`src/rtl/remask_pipe.sv`:
```
// Share-refresh pipeline stage for threshold-implementation datapaths.
// Fresh randomness is XORed into NSHARES shares so that the XOR of all shares
// is unchanged, and the result is held in a register. That register is the
// glitch barrier between S-box stages. Share data and randomness each have
// their own valid/ready pair, and are always consumed together.
module remask_pipe #(
   parameter int  NSHARES = 4,
   parameter int  WIDTH   = 8,
   parameter int  MODE    = 0,
   parameter int  CNT_W   = 16,
   localparam int RAND_W  = (MODE != 0) ? (NSHARES-1)*WIDTH : NSHARES*WIDTH
) (
   input  logic                       clk,
   input  logic                       rst_n,
   input  logic [NSHARES*WIDTH-1:0]   in_shares_i,
   input  logic                       in_valid_i,
   output logic                       in_ready_o,
   input  logic [RAND_W-1:0]          rand_i,
   input  logic                       rand_valid_i,
   output logic                       rand_ready_o,
   output logic [NSHARES*WIDTH-1:0]   out_shares_o,
   output logic                       out_valid_o,
   input  logic                       out_ready_i,
   output logic [CNT_W-1:0]           op_cnt_o,
   output logic [CNT_W-1:0]           starve_cnt_o
);

   if (NSHARES < 2 || (MODE != 0 && MODE != 1)) begin : g_param_check
      $error("remask_pipe: NSHARES must be >= 2 and MODE must be 0 or 1");
   end

   logic                      can_load;
   logic                      fire;
   logic                      starve;
   logic [NSHARES*WIDTH-1:0]  rand_ext;
   logic [NSHARES*WIDTH-1:0]  refreshed;

   assign can_load     = !out_valid_o || out_ready_i;
   assign fire         = in_valid_i && rand_valid_i && can_load;
   assign starve       = in_valid_i && !rand_valid_i && can_load;
   assign in_ready_o   = rand_valid_i && can_load;
   assign rand_ready_o = in_valid_i && can_load;

   // Chain mode pads the missing top random word with zero so both modes
   // share one refresh equation: out_j = in_j ^ r_j ^ r_(j-1).
   if (MODE == 0) begin : g_ring_rand
      assign rand_ext = rand_i;
   end else begin : g_chain_rand
      assign rand_ext = {{WIDTH{1'b0}}, rand_i};
   end

   // Refresh XOR network; feeds only the output register.
   // In ring mode r_(-1) wraps to r_(N-1); in chain mode share 0 has no predecessor.
   always_comb begin
      refreshed = in_shares_i;
      for (int j = 0; j < NSHARES; j++) begin
         refreshed[j*WIDTH +: WIDTH] = in_shares_i[j*WIDTH +: WIDTH]
                                     ^ rand_ext[j*WIDTH +: WIDTH];
         if (MODE == 0 || j > 0) begin
            refreshed[j*WIDTH +: WIDTH] = refreshed[j*WIDTH +: WIDTH]
                                        ^ rand_ext[((j + NSHARES - 1) % NSHARES)*WIDTH +: WIDTH];
         end
      end
   end

   // Output register: load on fire, clear valid on drain, otherwise hold.
   always_ff @(posedge clk or negedge rst_n) begin
      if (!rst_n) begin
         out_shares_o <= '0;
         out_valid_o  <= 1'b0;
      end else if (fire) begin
         out_shares_o <= refreshed;
         out_valid_o  <= 1'b1;
      end else if (out_ready_i) begin
         out_valid_o  <= 1'b0;
      end
   end

   // Saturating activity and starvation counters.
   always_ff @(posedge clk or negedge rst_n) begin
      if (!rst_n) begin
         op_cnt_o     <= '0;
         starve_cnt_o <= '0;
      end else begin
         if (fire && op_cnt_o != {CNT_W{1'b1}}) begin
            op_cnt_o <= op_cnt_o + 1'b1;
         end
         if (starve && starve_cnt_o != {CNT_W{1'b1}}) begin
            starve_cnt_o <= starve_cnt_o + 1'b1;
         end
      end
   end

endmodule

```
`config.mk`:
```
export PLATFORM = sky130hd
export DESIGN_NAME = remask_pipe
export DESIGN_NICKNAME = d
export VERILOG_FILES = /design/src/rtl/remask_pipe.sv
export SDC_FILE = /design/constraint.sdc
export NUM_CORES = 1
export LEC_CHECK = 0
export ABC_CLOCK_PERIOD_IN_PS = 2400
export BUFFER_PORTS_ARGS = -buffer_cell sky130_fd_sc_hd__buf_2
export CORE_MARGIN = 2
export CORE_UTILIZATION = 45
export CTS_BUF_LIST = sky130_fd_sc_hd__clkbuf_2
export DETAILED_ROUTE_END_ITERATION = 12
export GPL_TIMING_DRIVEN = 0
export PLACE_DENSITY = 0.81
export SYNTH_ARGS = -nofsm -noshare
export SYNTH_HDL_FRONTEND = slang
export SYNTH_SLANG_ARGS = --single-unit
```
`constraint.sdc`:
```
create_clock -name clk -period 2.4 [get_ports clk]
set_input_delay 0 -clock clk [delete_from_list [all_inputs] [get_ports clk]]
set_output_delay 0 -clock clk [all_outputs]
set_load 0.005 [all_outputs]
```
==> results.md, run 1 <==
- Crit Path Max Fanout: 10
- Top cells by area, synth: dfrtp_1, xor2_1, xnor2_1
- Ant diodes: 0
- Slew Limit Fails: 0
- All-Layer GR Usage: 26.35%
- Die W: 89.71 um
- FF+latch count, synth: 65
- Max-slew headroom: 54.23%
- DRT Pass-1 Iters: 4
- Worst-path cell chain: nand2b_1 -> nand2_1 -> clkbuf_1 -> clkbuf_1 -> nand2_1 -> o21ai_0
- DR vias/cell: 5.224
- Share of layout cells above drive strength 1: 29.38%
- Endpoints failing setup: 0
- Max incr delay on CP: 0.50 ns
- Fill count: 527
- Switching pwr: 1.016 mW
- Syn Inst Count: 315
- Register area share after synthesis: 49.21%
- P_leak: 2.433 nW
- Slowest cell on the critical path: clkbuf_1
- Num CTS Buffers: 9
- Root buffer cell: clkbuf_2
- Peak supply drop: 0.0003098 V
- Sequential share of power: 50.6%
- Routed Wire Length: 10.28 mm
- Post-Syn Area per Cell: 10.49 um2
- Critical path class: flop to flop
- Met2 WL: 5.028 mm
- Worst Tran Pin Value: 0.6865 ns
- Combinational share of power: 32.1%
- Top cell type by total area after synthesis: dfrtp_1
- Final setup margin: 0.4509 ns
- Die Span Y: 89.71 um
- CTS tree: yes
- P_int: 1.941 mW
- H-tree levels: 3
- Clock Path Buffers: 2
- Vias in the first global route: 3441
- Warnings from Yosys: 0
- Clock skew: 0.02862 ns
- Setup tns final: 0 ns
- MaxCap Viol Count: 0
- I/O Pins: 136
- Clock transition at path regs: 0.18 ns
- Post-route ant nets: 0
- Largest net degree at the start of global routing: 39
- Syn-to-layout area delta: 46.44%
- DP Wirelength: 6.010 mm
- Critical path data arrival time: 2.35 ns
- Status: finished clean
- Initial drt markers: 117
- Grt ovf: 0
- Initial antenna violation count: 0
- Synth async-reset ratio: 100.0%
- Final Critical Period: 1.949 ns
- Via Count: 3291
- Switching Fraction: 34.36%
- First-pass GRT wire length: 16.90 mm
- DRC violations left: 0
- Clock Power Share: 17.3%
- Initial Util: 46.07%
- Origin of the worst setup path: out_valid_o
- Mapped cell area: 3306 um2
- DR top layer: met4
- Post-CTS sizing: 0
- Top cell type's share of synthesized area: 49.21%
- Max Freq: 513.1 MHz
- Clk Latency, worst-skew pair: 0.49 ns
- Min-Delay Path Class: input port to asynchronous set/reset pin
- Most common flop cell mapped by yosys: dfrtp_1
- Core Area: 7176 um2
- Die ar.: 8048 um2
- Pre-CTS setup slack: 0.5302 ns
- GP Congestion: 0.8277
- Clock Sinks: 65
- Number of synthesized flops with an enable pin: 0
- R2r startpoint: out_valid_o
- Rows: 31
- Synth unique cells: 32
- Final Hold Viols: 0
- Post-layout net count: 597
- PD cells: 610.8 nW/um2
- Fin crit share: 81.21%
- M1 WL: 4.018 mm
- CP Capture Type: flop
- Number of buffers added on ports: 135
- RSZ-0062 raised after global routing: no
- Crit start category: flop
- Avg WL per Cell: 16.32 um
- WP data required: 2.80 ns
- Synth Net Count: 386
- Metal3 WL: 925 um
[cell usage in the layout, fill, tap and decap left out, types with 2 or more instances in the layout]
cell           instances
a21oi_1                2
and2_1                 4
and3_1                 7
and4_1                 5
buf_2                136
clkbuf_1               7
clkbuf_2              10
clkinv_1               4
clkinv_2               2
dfrtp_1               65
dlygate4sd3_1         64
ha_1                   2
nand2_1               44
nand2b_1               2
nand3_1               10
nand4_1                8
nor2_1                 4
nor2b_1                2
nor3_1                 6
nor3b_1                3
nor4_1                 4
nor4b_1                3
o21ai_0               33
xnor2_1               44
xor2_1                48
[through the flow]
stage	cell area [um2]	hold WS (ns)	std cells	total power [mW]	util, %
after floorplan	3306	-0.2956	315	1.851	-
after global placement	4105	0.3164	549	2.240	57.21
after detailed placement	4125	0.05442	550	2.272	57.49
after CTS	4841	0.04301	630	2.911	67.46
after global routing	4841	0.07078	630	3.155	67.46
final	4841	0.07895	630	2.957	67.46
[routing by layer]
layer	track usage, %	vias up
met5	0	-
li1	-	1500
met3	8.634	35
met4	11.79	0
met1	30.68	1561
met2	44.44	195
[registers in the layout (all words and copies together), names as in the netlist]
name          flops
out_valid_o       1
op_cnt_o         16
out_shares_o     32
starve_cnt_o     16
[worst paths after layout]
kind | endpoint | slack [ns] | cells past startpoint
worst max-delay path | out_shares_o[2] | 0.45 | 6
worst min-delay path | starve_cnt_o[15] | 0.08 | 2
worst max register to register | out_shares_o[2] | 0.45 | 6
worst min register to register | out_shares_o[25] | 0.50 | 2
max in group asynchronous | op_cnt_o[3] | 1.67 | 3
min in group clk | out_shares_o[31] | 0.39 | 5
[power groups by stage]
stage | combinational [mW] | clock, mW | sequential, mW
after global placement | 0.747 | 0 | 1.49
final | 0.950 | 0.511 | 1.50
after floorplan | 0.349 | 0 | 1.50
after global routing | 1.05 | 0.575 | 1.53
after detailed placement | 0.770 | 0 | 1.50
after CTS | 0.910 | 0.517 | 1.48
[synthesized netlist by cell type, types with 3 or more instances]
cell,number
clkbuf_1,7
nor3b_1,3
xnor2_1,44
dfrtp_1,65
nor3_1,6
o21ai_0,33
and3_1,7
nor4b_1,3
nand2_1,44
and4_1,5
nor4_1,4
xor2_1,48
and2_1,4
nor2_1,4
nand3_1,10
nand4_1,8
[timing repair]
action,4_1_cts,5_1_grt
setup buffers,0,0
endpoints found under the hold margin,106,0
hold buffers,64,0
[final cells by class]
| class | instances | area, um2 | area share [%] |
|---|---|---|---|
| clock inverter | 6 | 25.02 | 0.5169 |
| multi-input combinational | 242 | 1648 | 34.04 |
| sequential | 65 | 1627 | 33.60 |
| clock buffer | 10 | 50.05 | 1.034 |
| tap | 99 | 123.9 | 2.559 |
| timing repair buffer | 200 | 1336 | 27.60 |
| buffer | 8 | 31.28 | 0.6462 |
[critical path: cells and delay by family, from the launching register on]
| family | cells | cell delay [ns] |
|---|---|---|
| flops | 1 | 0.40 |
| simple gates | 3 | 0.47 |
| buf+inv | 2 | 0.86 |
| compound gates | 1 | 0.15 |
[cells by family after synthesis]
group	after synthesis	synth area share, %
AO/OA/AOI/OAI	37	5.753
XOR/XNOR	92	24.38
buffers and inverters	8	0.9463
multiplexers	2	0.7947
AND/OR/NAND/NOR	109	18.17
adder cells (fa/ha/maj)	2	0.7569
flip-flops	65	49.21
(Power assumes the default switching activity.)
==> run 2: changes to the inputs <==
--- a/config.mk
+++ b/config.mk
@@ -5,7 +5,7 @@
 export SDC_FILE = /design/constraint.sdc
 export NUM_CORES = 1
 export LEC_CHECK = 0
-export ABC_CLOCK_PERIOD_IN_PS = 2400
+export ABC_CLOCK_PERIOD_IN_PS = 1800
 export BUFFER_PORTS_ARGS = -buffer_cell sky130_fd_sc_hd__buf_2
 export CORE_MARGIN = 2
 export CORE_UTILIZATION = 45
==> constraint.sdc (replaced) <==
create_clock -name clk -period 1.8 [get_ports clk]
set_input_delay 0 -clock clk [delete_from_list [all_inputs] [get_ports clk]]
set_output_delay 0 -clock clk [all_outputs]
set_load 0.005 [all_outputs]
==> results.md, run 2 (synthesis results as in run 1) <==
- Status: finished clean
- DRC violations left: 0
- Avg WL per Cell: 16.21 um
- Switching Fraction: 34.21%
- Clock skew: 0.02435 ns
- Combinational share of power: 33.4%
- Syn-to-layout area delta: 49.58%
- Critical path class: input port to flop
- Crit start category: input port
- Clk Latency, worst-skew pair: 0.48 ns
- Clock Power Share: 16.9%
- Design area: 4945 um2
- RSZ-0062 raised after global routing: yes
- Grt ovf: 0
- R2r startpoint: starve_cnt_o[1]
- Ant diodes: 0
- PD cells: 807.0 nW/um2
- Total power: 3.990 mW
- Min-Delay Path Class: input port to asynchronous set/reset pin
- P_leak: 2.480 nW
- Core Area: 7176 um2
- Largest net degree at the start of global routing: 39
- Initial Util: 46.07%
- First-pass GRT wire length: 16.93 mm
- P_int: 2.625 mW
- Clock transition at path regs: 0.16 ns
- Vias in the first global route: 3443
- Slew Limit Fails: 0
- Initial antenna violation count: 0
- Crit Path Max Fanout: 5
- Final Critical Period: 1.702 ns
- CTS tree: yes
- Post-route ant nets: 0
- Fin crit share: 94.57%
- Rows: 31
- Clock Sinks: 65
- WP data required: 2.16 ns
- Fill count: 512
- Num CTS Buffers: 9
- Largest registers: out_shares_o (32), op_cnt_o (16), starve_cnt_o (16)
- DRT Pass-1 Iters: 4
- I/O Pins: 136
- Die ar.: 8048 um2
- DR vias/cell: 5.208
- Largest register by flop count: out_shares_o
- DP Area: 4125 um2
- Number of buffers added on ports: 135
- Placed Instances: 550
- Die Span Y: 89.71 um
- Switching pwr: 1.365 mW
- Most frequent cells in the layout: buf_2, dfrtp_1, dlygate4sd3_1, xor2_1
- H-tree levels: 3
- Max Freq: 587.5 MHz
- Critical path data arrival time: 2.07 ns
- DP Wirelength: 6.010 mm
- Endpoints failing setup: 0
- GP Congestion: 0.8277
- Max-slew headroom: 56.61%
- Setup tns final: 0 ns
- Max FFs per register: 32
- Initial drt markers: 127
- Post-layout net count: 602
- Sequential share of power: 49.8%
- CP Capture Type: flop
- Clock Path Buffers: 2
- Final Non-Filler Cells: 635
- All-Layer GR Usage: 26.38%
- Share of layout cells above drive strength 1: 32.84%
- Origin of the worst setup path: rand_valid_i
- Root buffer cell: clkbuf_2
- Via Count: 3307
- Die W: 89.71 um
- Routed Wire Length: 10.29 mm
- Final Hold Viols: 0
- Most common cell after layout, fill and taps aside: buf_2
- Worst Tran Pin Value: 0.6509 ns
- MaxCap Viol Count: 0
- Peak supply drop: 0.0004202 V
==> run 2: power by group through the flow <==
| stage | Clock, mW | Sequential [mW] | Combinational [mW] |
|---|---|---|---|
| after floorplan | 0 | 2.00 | 0.465 |
| after global placement | 0 | 1.99 | 0.996 |
| after detailed placement | 0 | 2.00 | 1.03 |
| after CTS | 0.689 | 1.97 | 1.24 |
| after global routing | 0.766 | 2.03 | 1.47 |
| final | 0.674 | 1.99 | 1.33 |
==> run 2: cell type report <==
type	count	area (um2)	area share, %
plain buffers	8	38.79	0.7844
flip-flops and latches	65	1627	32.89
well taps	99	123.9	2.505
clock buffers	10	50.05	1.012
repair buffers	205	1374	27.78
clock inverters	6	25.02	0.5061
multi-input cells	242	1707	34.51
==> run 2: stage by stage <==
step	hold slack, ns	utilization (%)	setup slack, ns
after global placement	0.3164	57.21	-0.08948
after CTS	0.04301	67.57	-0.01111
after detailed placement	0.05442	57.49	-0.06982
after global routing	0.07078	68.91	-0.008500
final	0.06651	68.91	0.09780
after floorplan	-0.2956	-	0.08208
==> run 2: worst max-delay path, cell delays in order <==
cell	delay [ns]
dlygate4sd3_1	0.53
buf_2	0.16
nand2_1	0.13
dlygate4sd3_1	0.61
nand2_1	0.07
dlygate4sd3_1	0.57
==> run 2: final timing paths <==
check,slack (ns),to,cells past startpoint
max,0.1,out_valid_o,6
min,0.07,starve_cnt_o[15],2
max reg2reg,0.1,starve_cnt_o[1],6
min reg2reg,0.50,out_shares_o[25],2
max in group asynchronous,1.10,op_cnt_o[3],3
min in group clk,0.39,out_shares_o[25],4
==> run 2: routing by layer <==
metal	global-route usage [%]	vias to the layer above	share of wire [%]
li1	-	1510	-
met1	30.79	1565	37
met2	44.44	198	50
met3	8.634	34	9.8
met4	11.79	0	2.9
met5	0	-	0
==> run 2: what timing repair did <==
action	in CTS	in global routing
hold endpoints to repair	106	0
buffers inserted	1	4
endpoints found under the setup margin	5	51
cloned	0	0
pin swaps	1	2
resized for setup	0	22
hold buffers	64	0
